--- src/rtl/a2d_spi_resp_pkg.sv ---
// Shared types and frame geometry for the A2D SPI responder.
package a2d_pkg;
  localparam int FRM_W   = 16;
  localparam int RES     = 12;
  localparam int NUM_CH  = 8;
  localparam int CH_LSB  = 11;
  localparam int CH_MSB  = 13;
  localparam int CNT_W   = 5;
  localparam int CH_W    = CH_MSB - CH_LSB + 1;

  typedef enum logic [1:0] {IDLE, SHIFT} resp_st_t;
endpackage

--- src/rtl/a2d_spi_resp_spi_in_synch.sv ---
// Two-flop synchronizer plus one history flop for edge detection of an async input.
module spi_in_synch #(
  parameter logic RST_VAL = 1'b0
) (
  input  logic clk,
  input  logic rst_n,
  input  logic d_i,
  output logic level_o,
  output logic rise_o,
  output logic fall_o
);
  logic [2:0] sync_q;

  // Reset to the idle level so release of reset never looks like an edge.
  always_ff @(posedge clk or negedge rst_n) begin
    if (!rst_n) sync_q <= {3{RST_VAL}};
    else        sync_q <= {sync_q[1:0], d_i};
  end

  assign level_o = sync_q[1];
  assign rise_o  = sync_q[1] & ~sync_q[2];
  assign fall_o  = ~sync_q[1] & sync_q[2];
endmodule

--- src/rtl/a2d_spi_resp.sv ---
// SPI mode-0 responder emulating an 8-channel 12-bit A2D with pipelined channel select.
module a2d_spi_resp
  import a2d_pkg::*;
(
  input  logic                    clk,
  input  logic                    rst_n,
  input  logic                    SS_n,
  input  logic                    SCLK,
  input  logic                    MOSI,
  output logic                    MISO,
  input  logic [NUM_CH*RES-1:0]   ch_data,
  output logic [CH_W-1:0]         chnl,
  output logic [FRM_W-1:0]        cmd,
  output logic                    cmd_vld,
  output logic                    frm_err
);
  localparam logic [CNT_W-1:0] CNT_FULL = CNT_W'(FRM_W);
  localparam logic [CNT_W-1:0] CNT_MAX  = CNT_W'(FRM_W + 1);

  logic ss_lvl, ss_rise, ss_fall;
  logic sclk_lvl, sclk_rise, sclk_fall;
  logic [1:0] mosi_sync_q;
  logic mosi_s;

  resp_st_t          state_q, state_d;
  logic [CNT_W-1:0]  bit_cnt_q, bit_cnt_d;
  logic [FRM_W-1:0]  rx_q, rx_d, tx_q, tx_d, cmd_q, cmd_d;
  logic [CH_W-1:0]   chnl_q, chnl_d;
  logic              cmd_vld_q, cmd_vld_d, frm_err_q, frm_err_d;
  logic [RES-1:0]    ch_sel;

  spi_in_synch #(.RST_VAL(1'b1)) u_ss (
    .clk(clk), .rst_n(rst_n), .d_i(SS_n),
    .level_o(ss_lvl), .rise_o(ss_rise), .fall_o(ss_fall)
  );

  spi_in_synch #(.RST_VAL(1'b0)) u_sclk (
    .clk(clk), .rst_n(rst_n), .d_i(SCLK),
    .level_o(sclk_lvl), .rise_o(sclk_rise), .fall_o(sclk_fall)
  );

  // MOSI needs only its level; same latency as the SCLK level it is sampled against.
  always_ff @(posedge clk or negedge rst_n) begin
    if (!rst_n) mosi_sync_q <= '0;
    else        mosi_sync_q <= {mosi_sync_q[0], MOSI};
  end
  assign mosi_s = mosi_sync_q[1];

  always_comb begin
    ch_sel = '0;
    for (int i = 0; i < NUM_CH; i++)
      if (chnl_q == CH_W'(i)) ch_sel = ch_data[i*RES +: RES];
  end

  always_ff @(posedge clk or negedge rst_n) begin
    if (!rst_n) begin
      state_q   <= IDLE;
      bit_cnt_q <= '0;
      rx_q      <= '0;
      tx_q      <= '0;
      cmd_q     <= '0;
      chnl_q    <= '0;
      cmd_vld_q <= 1'b0;
      frm_err_q <= 1'b0;
    end else begin
      state_q   <= state_d;
      bit_cnt_q <= bit_cnt_d;
      rx_q      <= rx_d;
      tx_q      <= tx_d;
      cmd_q     <= cmd_d;
      chnl_q    <= chnl_d;
      cmd_vld_q <= cmd_vld_d;
      frm_err_q <= frm_err_d;
    end
  end

  always_comb begin
    state_d   = state_q;
    bit_cnt_d = bit_cnt_q;
    rx_d      = rx_q;
    tx_d      = tx_q;
    cmd_d     = cmd_q;
    chnl_d    = chnl_q;
    cmd_vld_d = 1'b0;
    frm_err_d = 1'b0;
    case (state_q)
      IDLE: begin
        if (ss_fall) begin
          tx_d      = {{(FRM_W-RES){1'b0}}, ch_sel};
          bit_cnt_d = '0;
          state_d   = SHIFT;
        end
      end
      SHIFT: begin
        // Release takes priority; any SCLK edge in the same clock is dropped.
        if (ss_rise) begin
          if (bit_cnt_q == CNT_FULL) begin
            cmd_d     = rx_q;
            chnl_d    = rx_q[CH_MSB:CH_LSB];
            cmd_vld_d = 1'b1;
          end else begin
            frm_err_d = 1'b1;
          end
          state_d = IDLE;
        end else begin
          if (sclk_rise) begin
            rx_d = {rx_q[FRM_W-2:0], mosi_s};
            if (bit_cnt_q != CNT_MAX) bit_cnt_d = bit_cnt_q + 1'b1;
          end
          // The first falling edge belongs to the bit already on the wire.
          if (sclk_fall && bit_cnt_q != '0) tx_d = {tx_q[FRM_W-2:0], 1'b0};
        end
      end
      default: state_d = IDLE;
    endcase
  end

  assign MISO    = ~ss_lvl & tx_q[FRM_W-1];
  assign chnl    = chnl_q;
  assign cmd     = cmd_q;
  assign cmd_vld = cmd_vld_q;
  assign frm_err = frm_err_q;

  logic unused_sclk_lvl;
  assign unused_sclk_lvl = sclk_lvl;
endmodule

--- config.mk ---
export PLATFORM = sky130hd
export DESIGN_NAME = a2d_spi_resp
export DESIGN_NICKNAME = d
export VERILOG_FILES = /design/src/rtl/a2d_spi_resp_pkg.sv /design/src/rtl/a2d_spi_resp_spi_in_synch.sv /design/src/rtl/a2d_spi_resp.sv
export SDC_FILE = /design/constraint.sdc
export NUM_CORES = 1
export LEC_CHECK = 0
export BUFFER_PORTS_ARGS = -buffer_cell sky130_fd_sc_hd__buf_2
export CAP_MARGIN = 20
export CELL_PAD_IN_SITES_DETAIL_PLACEMENT = 1
export CELL_PAD_IN_SITES_GLOBAL_PLACEMENT = 1
export CORE_ASPECT_RATIO = 1.2
export CORE_MARGIN = 1.5
export CORE_UTILIZATION = 38
export DETAILED_ROUTE_END_ITERATION = 10
export PLACE_DENSITY = 0.88
export SLEW_MARGIN = 20
export SYNTH_ARGS = -nofsm -noshare
export SYNTH_HDL_FRONTEND = slang
export SYNTH_SLANG_ARGS = --single-unit
--- constraint.sdc ---
create_clock -name clk -period 2.4 [get_ports clk]
set_clock_uncertainty 0.1 [all_clocks]
set_input_delay 0.48 -clock clk [delete_from_list [all_inputs] [get_ports clk]]
set_output_delay 0.48 -clock clk [all_outputs]
set_load 0.01 [all_outputs]
==> out/results.ini <==
[drt]
drc=0
initialDrtViolationCount=178
vias_per_cell=5.45
dr.pass1.iters=4
routed_wl_mm=11.0
vias=3224
antenna_left=0
wire_per_inst_microns=18.6

[cts]
ctsResizeCount=0
tritoncts=yes
path_clk_slew_ns=0.06
worstSkewPairLatency_ns=0.33
cts-root-buf=clkbuf_16
cts_inserted_buffers=9
h-tree-depth=3
clockBufferDepth=2
cts_num_sinks=64
cts_setup_buffers=0
holdBufCountCts=0

[placement]
dp_hpwl_mm=7.82
postPlaceCellArea_sq_um=4370
portBuffers=122
preCtsSetupSlack_ns=0.204
dp.cells=574
gp_congestion=0.815

[yosys]
syn_nets=454
synth_edf_count=0
syn_area_sq_um=3660
ys.flop_type=dfrtp_1
yosysWarnings=0
avgSynthCellArea_sq_um=10.5
async_flop_share=1.00
ys_seq_area_frac=0.438
synth_cell_types=50
ys_ff_latch=64
synth_cells=350

[sta]
clock.fmax_mhz=451
tightest_slew_ns=0.645
fin_crit_sh=0.923
tns_ns=0
fin_ws_ns=0.184
slew_viol_final=0
min_period_ns=2.22
relSlewSlack=0.569
rsz0062_at_grt=false
hold_viol=0
setup_violations=0
timing.hold.ws_ns=0.0341

[critical_path]
crit_type=reg2reg
critPathCaptureType=flop
cp.arrival_ns=2.32
start_kind=flop
cp_max_fo=17
critPathRequiredTime_ns=2.51

[die]
row_count=39
chipHeight_microns=111
num_io_pins=123
die_area_sq_um=10200
die_w_microns=92.7
start_util=0.387
core_sq_um=9470

[grt]
grt_max_degree=57
grt-ovfl-total=0
grt_pass1_wl_mm=17.4
grt.total_usage=0.218
grt_pass1_vias=3518
antenna_found_initial=0

[job]
drv_cap=0

[power]
clkPwrFrac=0.343
pwr-share-comb=0.244
seq_power_share=0.412
p_int_uw=2460
swShare=0.313
p_leak_uw=0.00217
power_switching_uw=1120
ir_drop_v=0.000528
p_per_area_nw_per_um2=766

[finish]
nets=568
finalNonFillerCells=592
area_growth_pct=27.7
stdcell_area_sq_um=4680
fill_cells=1103
antenna_cells=0
drive_above_1_share=0.416

[outcome]
status=complete, no violations

[hold_path]
min_path_type=in2async

==> flip-flops by register name (all words and copies together), names as in the netlist <==
name	cells
mosi_sync_q	2
cmd	16
cmd_vld	1
frm_err	1
tx_q	16
u_sclk.sync_q	3
state_q	1
u_ss.sync_q	3
bit_cnt_q	5
rx_q	16
==> cell families after synthesis <==
group	Yosys count	synth area share
compound gates	82	0.151
xor+xnor	1	0.00239
fa+ha+maj	3	0.0102
buf+inv	42	0.0557
flops	64	0.438
mux	73	0.211
simple gates	85	0.132
==> critical path, cell delays in order, from the launching register on <==
cell	delay [ns]
dfstp_2	0.58
and2b_1	0.49
nand3_2	0.48
mux2_2	0.44
==> placed cells by master (no fill, tap or decap), drive strengths merged, types with 9 or more instances in the layout <==
cell type and instances:
nand2 21, o22ai 10, mux2 33, o21ai 16, nor3 12, clkbuf 10, o31ai 9, mux2i 40
inv 12, a211oi 10, dfrtp 61, buf 134, nand3 15
==> synth_stat cells (8+ instances only) <==
cell type / n / share of area
dfrtp_1: 61 / 0.42
mux2i_1: 40 / 0.11
mux2_2: 33 / 0.10
nand2_1: 20 / 0.020
o21ai_0: 16 / 0.022
nand3_1: 14 / 0.019
clkbuf_1: 13 / 0.013
inv_1: 11 / 0.011
nor3_1: 11 / 0.015
a211oi_1: 10 / 0.020
buf_2: 10 / 0.014
o22ai_1: 10 / 0.017
o31ai_1: 9 / 0.018
a21boi_0: 8 / 0.016
a31oi_1: 8 / 0.014
nand2b_1: 8 / 0.014
nand4_1: 8 / 0.014
==> layer usage <==
metal	GRT usage	share of wire
met3	0.0475	0.056
met2	0.407	0.55
met1	0.239	0.37
met4	0.0727	0.021
met5	0	0
==> final timing paths <==
path | endpoint | slack [ns] | depth (start not counted) | from
max in group asynchronous | u_ss.sync_q[0] | 1.49 | 2 | rst_n
min in group clk | u_ss.sync_q[0] | 0.16 | 1 | SS_n
min | state_q[0] | 0.03 | 1 | rst_n
min reg2reg | mosi_sync_q[1] | 0.24 | 0 | mosi_sync_q[0]
max | cmd[1] | 0.18 | 3 | u_ss.sync_q[1]
max reg2reg | cmd[1] | 0.18 | 3 | u_ss.sync_q[1]
==> metrics by stage <==
stage / util / total power, uW
floorplan: - / 1990
global placement: 0.461 / 2200
detailed placement: 0.461 / 2270
CTS: 0.491 / 3530
global route: 0.494 / 3770
finish: 0.494 / 3580
==> power groups by stage <==
stage | registers (uW) | clock network (uW) | logic, uW
2_1_floorplan | 1400 | 0 | 585
3_3_place_gp | 1460 | 0 | 733
3_5_place_dp | 1490 | 0 | 781
4_1_cts | 1480 | 1260 | 795
5_1_grt | 1510 | 1290 | 969
6_report | 1480 | 1230 | 876
==> layout make-up <==
| class | instances | area, sq um | area share |
|---|---|---|---|
| Inverter | 11 | 41.3 | 0.00883 |
| Timing Repair Buffer | 134 | 738 | 0.158 |
| Clock buffer | 10 | 239 | 0.0511 |
| Tap cell | 123 | 154 | 0.0329 |
| Clock inverter | 6 | 43.8 | 0.00936 |
| Sequential cell | 64 | 1610 | 0.343 |
| Multi-Input combinational cell | 244 | 1860 | 0.397 |
Power figures use the tool's default switching activity.
